### src/rtl/inert_seq.sv
// Power-up / configuration / read sequencer for the inertial sensor behind a 16-bit SPI master.
// Optional INT synchroniser enabled by defining INERT_INT_SYNC_EN.
module inert_seq #(
    parameter int DLY_W = 16
) (
    input  logic        clk,
    input  logic        rst_n,
    input  logic        INT,
    input  logic        done,
    input  logic [15:0] rd_data,
    output logic        wrt,
    output logic [15:0] cmd,
    output logic [15:0] ptch_rt,
    output logic [15:0] AZ,
    output logic        vld
);

    typedef enum logic [2:0] {
        PWR_DLY,
        INIT_WR,
        INIT_WT,
        WAIT_INT,
        RD_WR,
        RD_WT,
        UPDATE
    } state_t;

    state_t             r_state;
    state_t             w_state_nxt;
    logic [DLY_W-1:0]   r_dly_cnt;
    logic [1:0]         r_idx;
    logic [1:0]         w_idx_nxt;
    logic               r_done_ff;
    logic               w_done_rise;
    logic               w_int;
    logic               w_load;
    logic [15:0]        r_cmd;
    logic [15:0]        r_ptch;
    logic [15:0]        r_az;
    logic               r_vld;
    logic [7:0]         r_byte [4];
    logic               w_unused_rd_hi;

    assign w_unused_rd_hi = &{1'b0, rd_data[15:8]};

    function automatic logic [15:0] init_cmd(input logic [1:0] i);
        case (i)
            2'd0:    return 16'h0D02;
            2'd1:    return 16'h1053;
            2'd2:    return 16'h1150;
            default: return 16'h1460;
        endcase
    endfunction

    function automatic logic [15:0] rd_cmd(input logic [1:0] i);
        case (i)
            2'd0:    return 16'hA200;
            2'd1:    return 16'hA300;
            2'd2:    return 16'hAC00;
            default: return 16'hAD00;
        endcase
    endfunction

`ifdef INERT_INT_SYNC_EN
    logic r_int_s1;
    logic r_int_s2;

    always_ff @(posedge clk) begin
        if (!rst_n) begin
            r_int_s1 <= 1'b0;
            r_int_s2 <= 1'b0;
        end else begin
            r_int_s1 <= INT;
            r_int_s2 <= r_int_s1;
        end
    end

    assign w_int = r_int_s2;
`else
    assign w_int = INT;
`endif

    // A done level still high from the previous transfer must not complete the next one.
    assign w_done_rise = done & ~r_done_ff;

    // State register process.
    // NOTE: sequential state uses non-blocking assignments so every flop samples pre-edge values.
    always_ff @(posedge clk) begin
        if (!rst_n) begin
            r_state   <= PWR_DLY;
            r_dly_cnt <= '0;
            r_idx     <= 2'd0;
            r_done_ff <= 1'b0;
        end else begin
            r_state   <= w_state_nxt;
            r_idx     <= w_idx_nxt;
            r_done_ff <= done;
            if (r_state == PWR_DLY)
                r_dly_cnt <= r_dly_cnt + 1'b1;
        end
    end

    // Next-state process.
    // NOTE: every variable gets a default before the case so no latch is inferred.
    always_comb begin
        w_state_nxt = r_state;
        w_idx_nxt   = r_idx;
        unique case (r_state)
            PWR_DLY: begin
                if (&r_dly_cnt) begin
                    w_state_nxt = INIT_WR;
                    w_idx_nxt   = 2'd0;
                end
            end
            INIT_WR: w_state_nxt = INIT_WT;
            INIT_WT: begin
                if (w_done_rise) begin
                    if (r_idx == 2'd3) begin
                        w_state_nxt = WAIT_INT;
                    end else begin
                        w_state_nxt = INIT_WR;
                        w_idx_nxt   = r_idx + 2'd1;
                    end
                end
            end
            WAIT_INT: begin
                if (w_int) begin
                    w_state_nxt = RD_WR;
                    w_idx_nxt   = 2'd0;
                end
            end
            RD_WR: w_state_nxt = RD_WT;
            RD_WT: begin
                if (w_done_rise) begin
                    if (r_idx == 2'd3) begin
                        w_state_nxt = UPDATE;
                    end else begin
                        w_state_nxt = RD_WR;
                        w_idx_nxt   = r_idx + 2'd1;
                    end
                end
            end
            UPDATE:  w_state_nxt = WAIT_INT;
            default: w_state_nxt = PWR_DLY;
        endcase
    end

    // Output process.
    always_comb begin
        wrt    = 1'b0;
        w_load = 1'b0;
        unique case (r_state)
            INIT_WR, RD_WR: wrt    = 1'b1;
            UPDATE:         w_load = 1'b1;
            default: ;
        endcase
    end

    // cmd is loaded on entry to a write state so it is valid with wrt and frozen until done.
    always_ff @(posedge clk) begin
        if (!rst_n) begin
            r_cmd  <= 16'h0000;
            r_ptch <= 16'h0000;
            r_az   <= 16'h0000;
            r_vld  <= 1'b0;
        end else begin
            r_vld <= w_load;
            if (w_state_nxt == INIT_WR)
                r_cmd <= init_cmd(w_idx_nxt);
            else if (w_state_nxt == RD_WR)
                r_cmd <= rd_cmd(w_idx_nxt);
            if (w_load) begin
                r_ptch <= {r_byte[1], r_byte[0]};
                r_az   <= {r_byte[3], r_byte[2]};
            end
        end
    end

    // NOTE: the byte buffer is deliberately not reset; it is always fully rewritten before use.
    always_ff @(posedge clk) begin
        if (r_state == RD_WT && w_done_rise)
            r_byte[r_idx] <= rd_data[7:0];
    end

    assign cmd     = r_cmd;
    assign ptch_rt = r_ptch;
    assign AZ      = r_az;
    assign vld     = r_vld;

endmodule

### config.mk
export PLATFORM = sky130hd
export DESIGN_NAME = inert_seq
export DESIGN_NICKNAME = d
export VERILOG_FILES = /design/src/rtl/inert_seq.sv
export SDC_FILE = /design/constraint.sdc
export NUM_CORES = 1
export LEC_CHECK = 0
export ABC_CLOCK_PERIOD_IN_PS = 3100
export BUFFER_PORTS_ARGS = -buffer_cell sky130_fd_sc_hd__buf_2
export CAP_MARGIN = 20
export CORE_MARGIN = 2
export CORE_UTILIZATION = 55
export DETAILED_ROUTE_END_ITERATION = 8
export PLACE_DENSITY = 0.82
export SYNTH_ARGS = -nofsm -noshare
export SYNTH_HDL_FRONTEND = slang
export SYNTH_SLANG_ARGS = --single-unit
### constraint.sdc
create_clock -name clk -period 3.1 [get_ports clk]
set_input_delay 0.62 -clock clk [delete_from_list [all_inputs] [get_ports clk]]
set_output_delay 0.62 -clock clk [all_outputs]
set_load 0.02 [all_outputs]
After elaboration in Yosys (flattened, before gate mapping). Memory sizes are Yosys's and may differ from the RTL's. A register that Yosys moved wholly into a read port is not among the register bits. Cells that the tools add are included.

Add/sub/neg operators: 2. Bitwise gates (word level): 2. Equal/unequal tests: 11. Reductions and logical operators: 11. Mux-type cells: 20.

Operators with widths (count): case mux 13 bit (3 select lines) (1); case mux 12 bit (3 select lines) (1); two-way mux 16 bit (2); case mux 3 bit (7 select lines) (1); adder 16 x 1 -> 16 bit (second input constant) (1); AND reduction 16 bit (1); == test 3 bit (second input constant) (4); two-way mux 2 bit (6); two-way mux 3 bit (4); == test 3 x 1 -> 1 bit (second input constant) (2); == test 3 x 2 -> 1 bit (second input constant) (2); case mux 2 bit (3 select lines) (1); == test 2 bit (second input constant) (2); zero test 1 bit (4); two-way mux 1 bit (4); OR reduction 2 bit (2); zero test 3 bit (1); adder 2 x 1 -> 2 bit (second input constant) (1); == test 2 x 1 -> 1 bit (second input constant) (1); zero test 2 bit (1); nonzero test 2 bit (1); bitwise AND 1 bit (1); logical AND 1 bit (1); inverter 1 bit (1).

Input bits: 20. Memory bits (writable): 32. Output and inout port bits: 50. Memories: 1. Logic and storage cells: 53. Register bits after elaboration: 39.

Memories: r_byte (words 4, width 8, rd ports 4, clocked after memory_dff 4, write ports 1, line 41) `logic [7:0] r_byte [4];`.

Logic depth before layout (Yosys ltp). Gate-level depths: netlist of run 1.

Depth in word-level cells: 8. Depth in mapped cells: 10. Depth with buffers taken out: 8.

Worst setup path after synthesis of run 1. Ideal clock, no wire load.

Path type: reg-to-reg. Start: register r_dly_cnt[11]. End: register r_cmd[10], in the netlist cmd[10]. Arrival: 2.237 ns. Required time: 2.983 ns. Clock period less this slack: 2.354 ns. Buffers on the path: 0. Library setup time: 0.117 ns. Path slack: 0.746 ns. Cell stages (with the launch flop): 8. Cells stage by stage: dfxtp_1 -> nand4_2 -> or3_4 -> o311a_1 -> a211oi_4 -> ha_1 -> nand4bb_1 -> and4b_1.

Word-level cells in the longest chain between the ends: 7. Elaborated cells on any way between the ends: 15. Classes of those cells: eq/ne (4); mux (8); reduce/logical (3).

RTL lines: start, declared (line 30) `logic [DLY_W-1:0] r_dly_cnt;`; start signal, assigned (line 99) `r_dly_cnt <= r_dly_cnt + 1'b1;`; AND reduction 16 bit * (line 110) `if (&r_dly_cnt) begin`; two-way mux 2 bit (line 110); case mux 2 bit (3 select lines) (line 108) `unique case (r_state)`; == test 2 bit (tied with other cells) (line 47, 56); case mux 12 bit (3 select lines) (line 56) `case (i)`; two-way mux 16 bit (line 170) `else if (w_state_nxt == RD_WR)`; two-way mux 16 bit (line 168) `if (w_state_nxt == INIT_WR)`; end signal, assigned (line 169) `r_cmd <= init_cmd(w_idx_nxt);`; end signal, assigned (line 171) `r_cmd <= rd_cmd(w_idx_nxt);`; end, declared (line 37) `logic [15:0] r_cmd;`.

Mark *: on every way between the ends. The rest lies on a longest branch, timed or not. The select of a mux whose other input is x is not followed. A chain may end at the register's enable or synchronous reset.

Worst setup path in the final report of run 1.
Start: register r_dly_cnt[12]. End: register r_cmd[10], in the netlist cmd[10].

The elaborated chain is that of the path after synthesis.

==> results of run 1 <==
-- path summary, 6_finish.rpt --
kind	start	slack [ns]	end	depth (start not counted)
setup / recovery	r_dly_cnt[12]	0.52	cmd[10]	7
hold / removal	AZ[3]	0.46	AZ[3]	2
setup reg to reg	r_dly_cnt[12]	0.52	cmd[10]	7
hold reg to reg	AZ[3]	0.46	AZ[3]	2
-- per-layer routing --
| layer | part of all wire, % | routed length, µm |
|---|---|---|
| met5 | 0 | 0 |
| met4 | 0.95 | 70 |
| met3 | 4.5 | 334 |
| met2 | 50 | 3660 |
| met1 | 45 | 3280 |
-- cell usage in the layout (no fill, tap or decap), types with 4 or more instances in the layout --
master    instances
buf_4             7
nand2_1          82
xnor2_1           4
conb_1            4
o21ai_0          11
a21oi_1          43
xor2_1            8
inv_1             6
ha_1              6
dfxtp_1          65
and2_1            5
edfxtp_1         32
nor2b_1           4
buf_2            57
or3_1             5
nor2_1           31
nor3_1            7
nand3_1           7
clkbuf_8          9
-- stage by stage --
stage	utilization [%]	instance area (µm²)	power, mW
after global routing	63.8	4310	2.20
after global placement	61.1	4130	1.39
after CTS	63.8	4310	2.14
after detailed placement	61.1	4130	1.39
final	63.8	4310	2.13
after floorplan	-	3810	1.38
-- worst max-delay path, stage by stage (launching register included) --
cell and delay, ns:
dfxtp_1 0.42, nand4_2 0.14, or3_4 0.41, o311a_1 0.39, a211oi_4 0.42, ha_1 0.31, nand4bb_1 0.20, and4b_1 0.20
-- cell families (layout without fill, tap and decap cells) --
| family | count (synthesis) | after routing | synth area share (%) |
|---|---|---|---|
| and+or+nand+nor | 156 | 156 | 18.9 |
| adders and majority gates | 6 | 6 | 1.98 |
| DFF | 97 | 97 | 59.6 |
| AOI/OAI and AO/OA | 74 | 74 | 12.0 |
| other | 1 | 4 | 0.0987 |
| muxes | 3 | 3 | 0.823 |
| xor gates and xnor gates | 12 | 12 | 2.77 |
| buffers and inverters | 33 | 87 | 3.89 |
-- cell type report --
cell class              instances  area [µm²]
fillers                       527        2450
flip-flops and latches         97        2260
repair buffers                 64         338
clock inverters                 7        60.1
inverters                       7        26.3
clock buffers                   9         124
well taps                      80         100
multi-input cells             255        1400
-- power by group --
| part | internal, mW | switching [mW] |
|---|---|---|
| clock | 0.309 | 0.457 |
| combinational | 0.0128 | 0.0323 |
| sequential | 1.31 | 0.00369 |
-- registers in the layout, indices dropped and copies added, names as in the netlist --
| register | flops |
|---|---|
| r_byte | 32 |
| r_state | 3 |
| r_done_ff | 1 |
| ptch_rt | 16 |
| r_idx | 2 |
| AZ | 16 |
| cmd | 10 |
| vld | 1 |
| r_dly_cnt | 16 |
==> results by group, run 1 <==
STA
  • RSZ-0062 raised after global routing: no
  • Pins Over Slew Limit: 0
  • Crit path time final: 2.58 ns
  • Final hold vios: 0
  • Worst hold margin: 0.459 ns
  • Clock skew: 0.0120 ns
  • Tcrit/Tclk final: 83.3%
  • Final setup fails: 0
  • Setup_tns: 0 ns
  • Post-route setup slack: 0.518 ns
  • Fmax: 387 MHz
  • Worst slew margin: 53.2%
  • Slew @ Worst Pin: 0.700 ns

Critical path
  • WS Path Type: reg -> reg
  • Worst setup SP type: flip-flop
  • CP arrival: 2.83 ns
  • Required @ worst endpoint: 3.35 ns
  • Critical path endpoint category: flip-flop
  • Critical path peak fanout: 8

Drt
  • DR pass1 iterations: 4
  • WL/cell: 14.1 µm
  • Remaining DRCs: 0
  • Initial DRC count: 231
  • WL final: 7.34 mm
  • Drt via density: 5.39
  • Antenna Nets Post-Route: 0
  • Vias: 2795

GRT
  • Met2 Usage GRT: 33.0%
  • Initial antenna violation count: 0
  • GR Layer Usage met1: 26.0%
  • First-pass GRT wire length: 11.9 mm
  • Total GRT Usage: 20.2%
  • GRT met3 Usage: 5.02%
  • Grt ovf: 0
  • Busiest grt layer: met2
  • Number of global-route vias before repair: 2587
  • Largest net degree at the start of global routing: 61

Hold path
  • HP Class: reg -> reg

Placement
  • Pre-CTS setup slack: 0.438 ns
  • Placed insts: 503
  • GP Congestion: 0.902
  • DP HPWL: 5.00 mm
  • Port Buf Inserts: 57

Synthesis
  • Avg Cell Area, Syn: 9.94 µm²
  • Share of the synthesized area in the top cell type: 34.3%
  • Post-synth top flop: dfxtp_1
  • Top cells by count, synth: 82 x nand2_1, 65 x dfxtp_1, 43 x a21oi_1
  • Mapped cell area: 3800 µm²
  • EDFF count, synth: 32
  • Async set-reset flop share out of synthesis: 0%
  • Sequential area share after synthesis: 59.6%
  • Synth unique cells: 48
  • Most numerous cell in the Yosys netlist: nand2_1
  • YS warnings: 0
  • Post-Synthesis Cells: 382
  • Synth area leader: dfxtp_1
  • Dominant cells by area after synthesis: dfxtp_1 34%, edfxtp_1 25%, nand2_1 8.1%
  • #FFs+latches synth: 97

Floorplanning
  • Ports: 70
  • Die width: 87.1 µm
  • FP Rows: 30
  • Core area: 6760 µm²
  • Starting Density: 56.2%
  • Die height: 87.1 µm
  • DIE AREA: 7590 µm²

Clocking
  • Htree depth: 3
  • Worst-Skew Late Latency: 0.35 ns
  • Clk sink count: 97
  • CTS Hold Bufs: 0
  • Num CTS Buffers: 9
  • Setup bufs post-CTS: 0
  • CTS tree: built
  • Max Root-Sink Buffers: 2
  • CTS clk-pin slew, worst paths: 0.10 ns
  • Post-cts sizing count: 0
  • Root Buffer: clkbuf_8

Finish
  • NumNets Final: 460
  • Layout area overhead: 13.5%
  • ANT cells: 0
  • Post-route insts no fill: 519
  • Share of layout cells above drive strength 1: 21.0%

Flow run
  • Max_cap viols: 0

Power
  • Maximum vdd ir drop: 314 µV
  • Leak pwr: 1.68 nW
  • PwrDens: 494 nW/µm²

Status
  • Status: complete, no violations
Note: power is estimated with default switching activity, not from simulation.
==> run 2, diff against run 1 <==
- ABC_AREA: not set -> 1
- ABC_CLOCK_PERIOD_IN_PS: 3100 -> 2080
- CORE_UTILIZATION: 55 -> 50
- PLACE_DENSITY: 0.82 -> 0.79
- clock period: 3.1 -> 2.08 ns (I/O delays scaled with it)
==> results by group, run 2 <==
Status
  • Status: complete, no violations

GRT
  • Largest net degree at the start of global routing: 34
  • Total GRT Usage: 19.0%
  • First-pass GRT wire length: 12.7 mm
  • Initial antenna violation count: 0
  • Number of global-route vias before repair: 2763
  • Grt ovf: 0

Power
  • Register share of total power: 59.8%
  • Clock power frac: 37.9%
  • Total power: 3.28 mW
  • PwrDens: 693 nW/µm²
  • Maximum vdd ir drop: 537 µV
  • Switching Share: 22.2%
  • Leak pwr: 2.18 nW
  • Combinational Power Share: 2.4%
  • Sw power: 729 µW
  • Int Power: 2.55 mW

STA
  • Setup_tns: 0 ns
  • Clock skew: 0.00790 ns
  • Tcrit/Tclk final: 95.2%
  • Post-route setup slack: 0.0997 ns
  • Crit path time final: 1.98 ns
  • Worst slew margin: 34.3%
  • Final setup fails: 0
  • Pins Over Slew Limit: 0
  • Slew @ Worst Pin: 0.984 ns
  • Fmax: 505 MHz
  • Worst hold margin: 0.268 ns
  • Final hold vios: 0

Placement
  • Port Buf Inserts: 57
  • GP Congestion: 0.812
  • Pre-CTS setup slack: -0.0565 ns
  • DP HPWL: 5.35 mm

Floorplanning
  • Core area: 7650 µm²
  • Ports: 70
  • Starting Density: 50.9%
  • Die height: 92.2 µm
  • FP Rows: 32
  • Die width: 92.2 µm
  • DIE AREA: 8510 µm²

Finish
  • Number of flip-flops in the largest register: 32
  • Commonest cells after routing, fill and taps aside: 98 x nor2_1, 57 x buf_2, 52 x dfxtp_1
  • Post-layout util: 61.9%
  • Most flop-heavy register: r_byte
  • ANT cells: 0
  • Commonest non-fill, non-tap cell in the layout: nor2_1
  • Share of layout cells above drive strength 1: 30.3%
  • Layout area overhead: 21.6%
  • NumNets Final: 552

Clocking
  • CTS Hold Bufs: 0
  • Worst-Skew Late Latency: 0.36 ns
  • Clk sink count: 97
  • CTS tree: built
  • Htree depth: 3
  • CTS clk-pin slew, worst paths: 0.09 ns
  • Num CTS Buffers: 9
  • Max Root-Sink Buffers: 2
  • Root Buffer: clkbuf_8

Synthesis
  • Share of the synthesized area in the top cell type: 33.4%
  • Synth area leader: dfxtp_1
  • #FFs+latches synth: 97
  • Most numerous cell in the Yosys netlist: nor2_1
  • YS warnings: 0
  • EDFF count, synth: 32
  • Post-Synthesis Cells: 446
  • Top cells by count, synth: 102 x nor2_1, 65 x dfxtp_1, 60 x nand2_1
  • Mapped cell area: 3890 µm²
  • Avg Cell Area, Syn: 8.73 µm²
  • Synth unique cells: 31
  • Sequential area share after synthesis: 58.1%
  • Dominant cells by area after synthesis: dfxtp_1 33%, edfxtp_1 25%, nor2_1 9.8%
  • Async set-reset flop share out of synthesis: 0%
  • Post-synth top flop: dfxtp_1

Hold path
  • HP Class: in -> reg
  • WHS Path Cells: 3
  • Worst hold endpoint: r_done_ff
  • Hold Crit Start: done

Critical path
  • WS Path Type: reg -> reg
  • Most used cell, CP: nand2_1
  • CP bufs+invs: 1
  • Critical path peak fanout: 4
  • CP arrival: 2.24 ns
  • Slowest cell on crit path: dfxtp_2
  • Worst setup SP type: flip-flop
  • R2R Setup Slk: 0.1 ns
  • Critical path endpoint category: flip-flop
  • Critical path, cell by cell: ha_4 > nand3_1 > nor2_2 > nand2_1 > nand2_2 > nand3_1 > nand2_2 > inv_1 > ha_1 > or2_2 > nand2_1 > nand2_1 > nor2_1 > nor2_1
  • RR Startpoint: r_dly_cnt[0]
  • Reg2Reg Capture Point: cmd[8]
  • FF-to-FF path depth: 14
  • Family with the most delay on the worst path: simple AND/OR/NAND/NOR gates
  • Required @ worst endpoint: 2.34 ns
  • Slowest stage delay, CP: 0.36 ns

Drt
  • Drt via density: 4.87
  • Vias: 3082
  • Antenna Nets Post-Route: 0
  • Remaining DRCs: 0
  • WL/cell: 12.6 µm
  • Initial DRC count: 172
  • DR pass1 iterations: 4
  • WL final: 7.95 mm

Flow run
  • Max_cap viols: 0
## run 2: changes by cell type after synthesis, moves of 5 or more
cell,change
and2_1,-5
xor2_1,-8
nand2_1,-22
clkbuf_1,-7
nand3_1,+17
nor2_1,+71
a21oi_1,-26
or3_1,-5
o21ai_0,+30
inv_1,+33
## run 2: logic make-up after synthesis
family / share of synthesized area, %
adders and majority gates: 1.93
AOI/OAI and AO/OA: 8.29
other: 0.0963
DFF: 58.1
buffers and inverters: 7.23
and+or+nand+nor: 24.4
## run 2: power by group through the flow
stage	combinational (mW)	clock [mW]	sequential (mW)
after floorplan	0.0466	0	2.01
after global placement	0.0729	0	2.00
after detailed placement	0.0750	0	2.01
after CTS	0.0759	1.26	1.96
after global routing	0.0880	1.34	1.96
final	0.0772	1.24	1.96
## run 2: cell type report
cell class | instances | area (µm²)
clock buffer | 10 | 128
clock inverter | 6 | 72.6
fill | 598 | 2910
tap | 102 | 128
multi-input combinational | 287 | 1440
timing repair buffer | 87 | 514
sequential | 97 | 2290
inverter | 44 | 168
## run 2: through the flow
step | instance area, µm² | std cells
detailed placement | 4390 | 612
floorplan | 3910 | 449
finish | 4730 | 633
CTS | 4600 | 628
global placement | 4390 | 612
global route | 4730 | 633
## run 2: what timing repair did
| item | 4_1_cts | 5_1_grt |
|---|---|---|
| hold endpoints to repair | 0 | 0 |
| gates resized for setup | 3 | 37 |
| pin swaps | 0 | 12 |
| buffers inserted | 0 | 5 |
| setup endpoints to repair | 1 | 5 |
## run 2: worst max path at each step
stage	cells past startpoint	to	slack [ns]	startpoint
after floorplan	15	cmd[8]	0.15	r_state[1]
after global placement	13	cmd[8]	0.03	r_state[0]
after detailed placement	13	cmd[8]	-0.06	r_state[2]
after CTS	15	cmd[8]	0.03	r_dly_cnt[12]
after global routing	14	cmd[8]	-0.06	r_dly_cnt[0]
final	14	cmd[8]	0.1	r_dly_cnt[0]
## run 2: per-layer routing
layer	up-vias	track usage (%)	routed length, µm
met3	11	3.70	354
met2	61	30.9	3850
li1	1581	-	-
met5	-	0	0
met1	1429	24.9	3610
met4	0	7.96	135
## run 2: worst register-to-register path: stages, from the launching register on
cell and delay (ns):
dfxtp_2 0.36, ha_4 0.13, nand3_1 0.09, nor2_2 0.12, nand2_1 0.07, nand2_2 0.08
nand3_1 0.08, nand2_2 0.11, inv_1 0.06, ha_1 0.21, or2_2 0.29, nand2_1 0.08
nand2_1 0.06, nor2_1 0.10, nor2_1 0.05
==> run 3, diff against run 2 <==
- ABC_AREA: 1 -> not set
- CELL_PAD_IN_SITES_DETAIL_PLACEMENT: not set -> 1
- CELL_PAD_IN_SITES_GLOBAL_PLACEMENT: not set -> 2
- CORE_UTILIZATION: 50 -> 31
- PLACE_DENSITY: 0.79 -> 0.78
- TNS_END_PERCENT: not set -> 100
==> results by group, run 3 (synthesized netlist as in run 1, its figures left out) <==
Power
  • PwrDens: 747 nW/µm²
  • Sw power: 814 µW
  • Register share of total power: 52.3%
  • Leak pwr: 1.99 nW
  • Maximum vdd ir drop: 386 µV
  • Clock power frac: 45.4%
  • Int Power: 2.94 mW
  • Combinational Power Share: 2.3%
  • Switching Share: 21.7%

Hold path
  • Worst hold endpoint: r_done_ff
  • Hold Crit Start: done
  • HP Class: in -> reg
  • WHS Path Cells: 2

Clocking
  • Clk sink count: 97
  • Htree depth: 3
  • Root Buffer: clkbuf_16
  • Max Root-Sink Buffers: 2
  • Worst-Skew Late Latency: 0.35 ns
  • CTS clk-pin slew, worst paths: 0.07 ns
  • Num CTS Buffers: 9
  • CTS tree: built

STA
  • Final setup fails: 4
  • Post-route setup slack: -0.150 ns
  • Fmax: 448 MHz
  • Slew @ Worst Pin: 0.515 ns
  • Tcrit/Tclk final: 107%
  • RSZ-0062 raised after global routing: yes
  • Worst slew margin: 65.6%
  • Crit path time final: 2.23 ns
  • Pins Over Slew Limit: 0
  • Clock skew: 0.00947 ns
  • Final hold vios: 0

Drt
  • DR pass1 iterations: 4
  • Vias: 3037
  • Remaining DRCs: 0
  • WL/cell: 14.8 µm
  • Antenna Nets Post-Route: 0
  • Drt via density: 4.78
  • Initial DRC count: 146
  • WL final: 9.42 mm

Floorplanning
  • Starting Density: 31.8%
  • DIE AREA: 13200 µm²
  • FP Rows: 40
  • Ports: 70
  • Core area: 12000 µm²
  • Die width: 115 µm
  • Die height: 115 µm

GRT
  • Grt ovf: 0
  • Initial antenna violation count: 0
  • First-pass GRT wire length: 14.9 mm
  • Total GRT Usage: 14.8%
  • Number of global-route vias before repair: 3095
  • Largest net degree at the start of global routing: 46

Critical path
  • Critical path endpoint category: flip-flop
  • Worst setup SP type: flip-flop
  • FF-to-FF path depth: 8
  • CP arrival: 2.47 ns
  • Critical path peak fanout: 4
  • CP bufs+invs: 1
  • WS Path Type: reg -> reg
  • Family with the most delay on the worst path: compound AO/OA/AOI/OAI gates
  • Required @ worst endpoint: 2.32 ns
  • Reg2Reg Capture Point: cmd[8]
  • Slowest cell on crit path: or3_4
  • R2R Setup Slk: -0.15 ns
  • RR Startpoint: r_dly_cnt[14]
  • Slowest stage delay, CP: 0.39 ns
  • Critical path, cell by cell: nand4_4 > or3_4 > o311a_4 > a211oi_4 > buf_6 > ha_4 > nor3_4 > o41ai_1

Placement
  • Placed insts: 612
  • Port Buf Inserts: 57
  • DP HPWL: 6.51 mm
  • GP Congestion: 0.793

Finish
  • Post-layout util: 42.0%
  • Number of flip-flops in the largest register: 32
  • NumNets Final: 509
  • Most flop-heavy register: r_byte
  • Layout area overhead: 32.1%
  • Share of layout cells above drive strength 1: 33.2%
  • Commonest cells after routing, fill and taps aside: 81 x nand2_1, 58 x dfxtp_1, 57 x buf_2
  • ANT cells: 0
  • Post-route insts no fill: 635
  • Commonest non-fill, non-tap cell in the layout: nand2_1

Status
  • Status: complete, but fails checks
  • Failing checks: negative setup slack

Flow run
  • Max_cap viols: 0
==> run 3: area by class of cell <==
type / count / area, µm²
fillers: 1373 / 6940
clock buffers: 10 / 229
clock inverters: 6 / 73.8
repair buffers: 113 / 721
well taps: 147 / 184
inverters: 7 / 28.8
flip-flops and latches: 97 / 2270
multi-input cells: 255 / 1510
==> run 3: repair_timing <==
item / 4_1_cts / 5_1_grt
cloned: 0 / 0
pin swaps: 1 / 8
resized for setup: 1 / 25
setup buffers: 0 / 7
hold buffers: 0 / 0
setup endpoints to repair: 6 / 10
==> run 3: through the flow <==
step	hold WS (ns)	total power, mW	setup TNS, ns	setup WS (ns)	area [µm²]
6_report	0.282	3.75	-0.405	-0.150	5020
3_3_place_gp	0.441	2.09	-0.351	-0.117	4540
4_1_cts	0.263	3.80	-0.456	-0.134	4850
3_5_place_dp	0.448	2.09	-0.499	-0.133	4540
5_1_grt	0.284	3.88	-0.941	-0.249	5020
2_1_floorplan	0.458	2.05	-0.242	-0.118	3820
==> run 3: worst max-delay path by stage <==
stage / start / end / slack [ns] / cells past startpoint
after floorplan: r_dly_cnt[12] / cmd[10] / -0.12 / 7
after global placement: r_dly_cnt[14] / cmd[10] / -0.12 / 7
after detailed placement: done / cmd[10] / -0.13 / 9
after CTS: r_dly_cnt[14] / cmd[10] / -0.13 / 7
after global routing: r_dly_cnt[13] / cmd[10] / -0.25 / 7
final: r_dly_cnt[14] / cmd[8] / -0.15 / 8
==> run 3: routing by layer <==
metal | global-route usage, % | up-vias | share of wire [%]
met5 | 0 | - | 0
met4 | 5.38 | 0 | 1.4
met3 | 4.18 | 12 | 3.7
met2 | 25.6 | 49 | 51
met1 | 17.5 | 1474 | 44
li1 | - | 1502 | -
==> run 3: power groups by stage <==
stage	registers, mW	clock network, mW	logic (mW)
4_1_cts	1.96	1.75	0.0874
5_1_grt	1.96	1.82	0.0966
6_report	1.96	1.70	0.0868
3_3_place_gp	2.00	0	0.0833
2_1_floorplan	2.01	0	0.0460
3_5_place_dp	2.00	0	0.0869
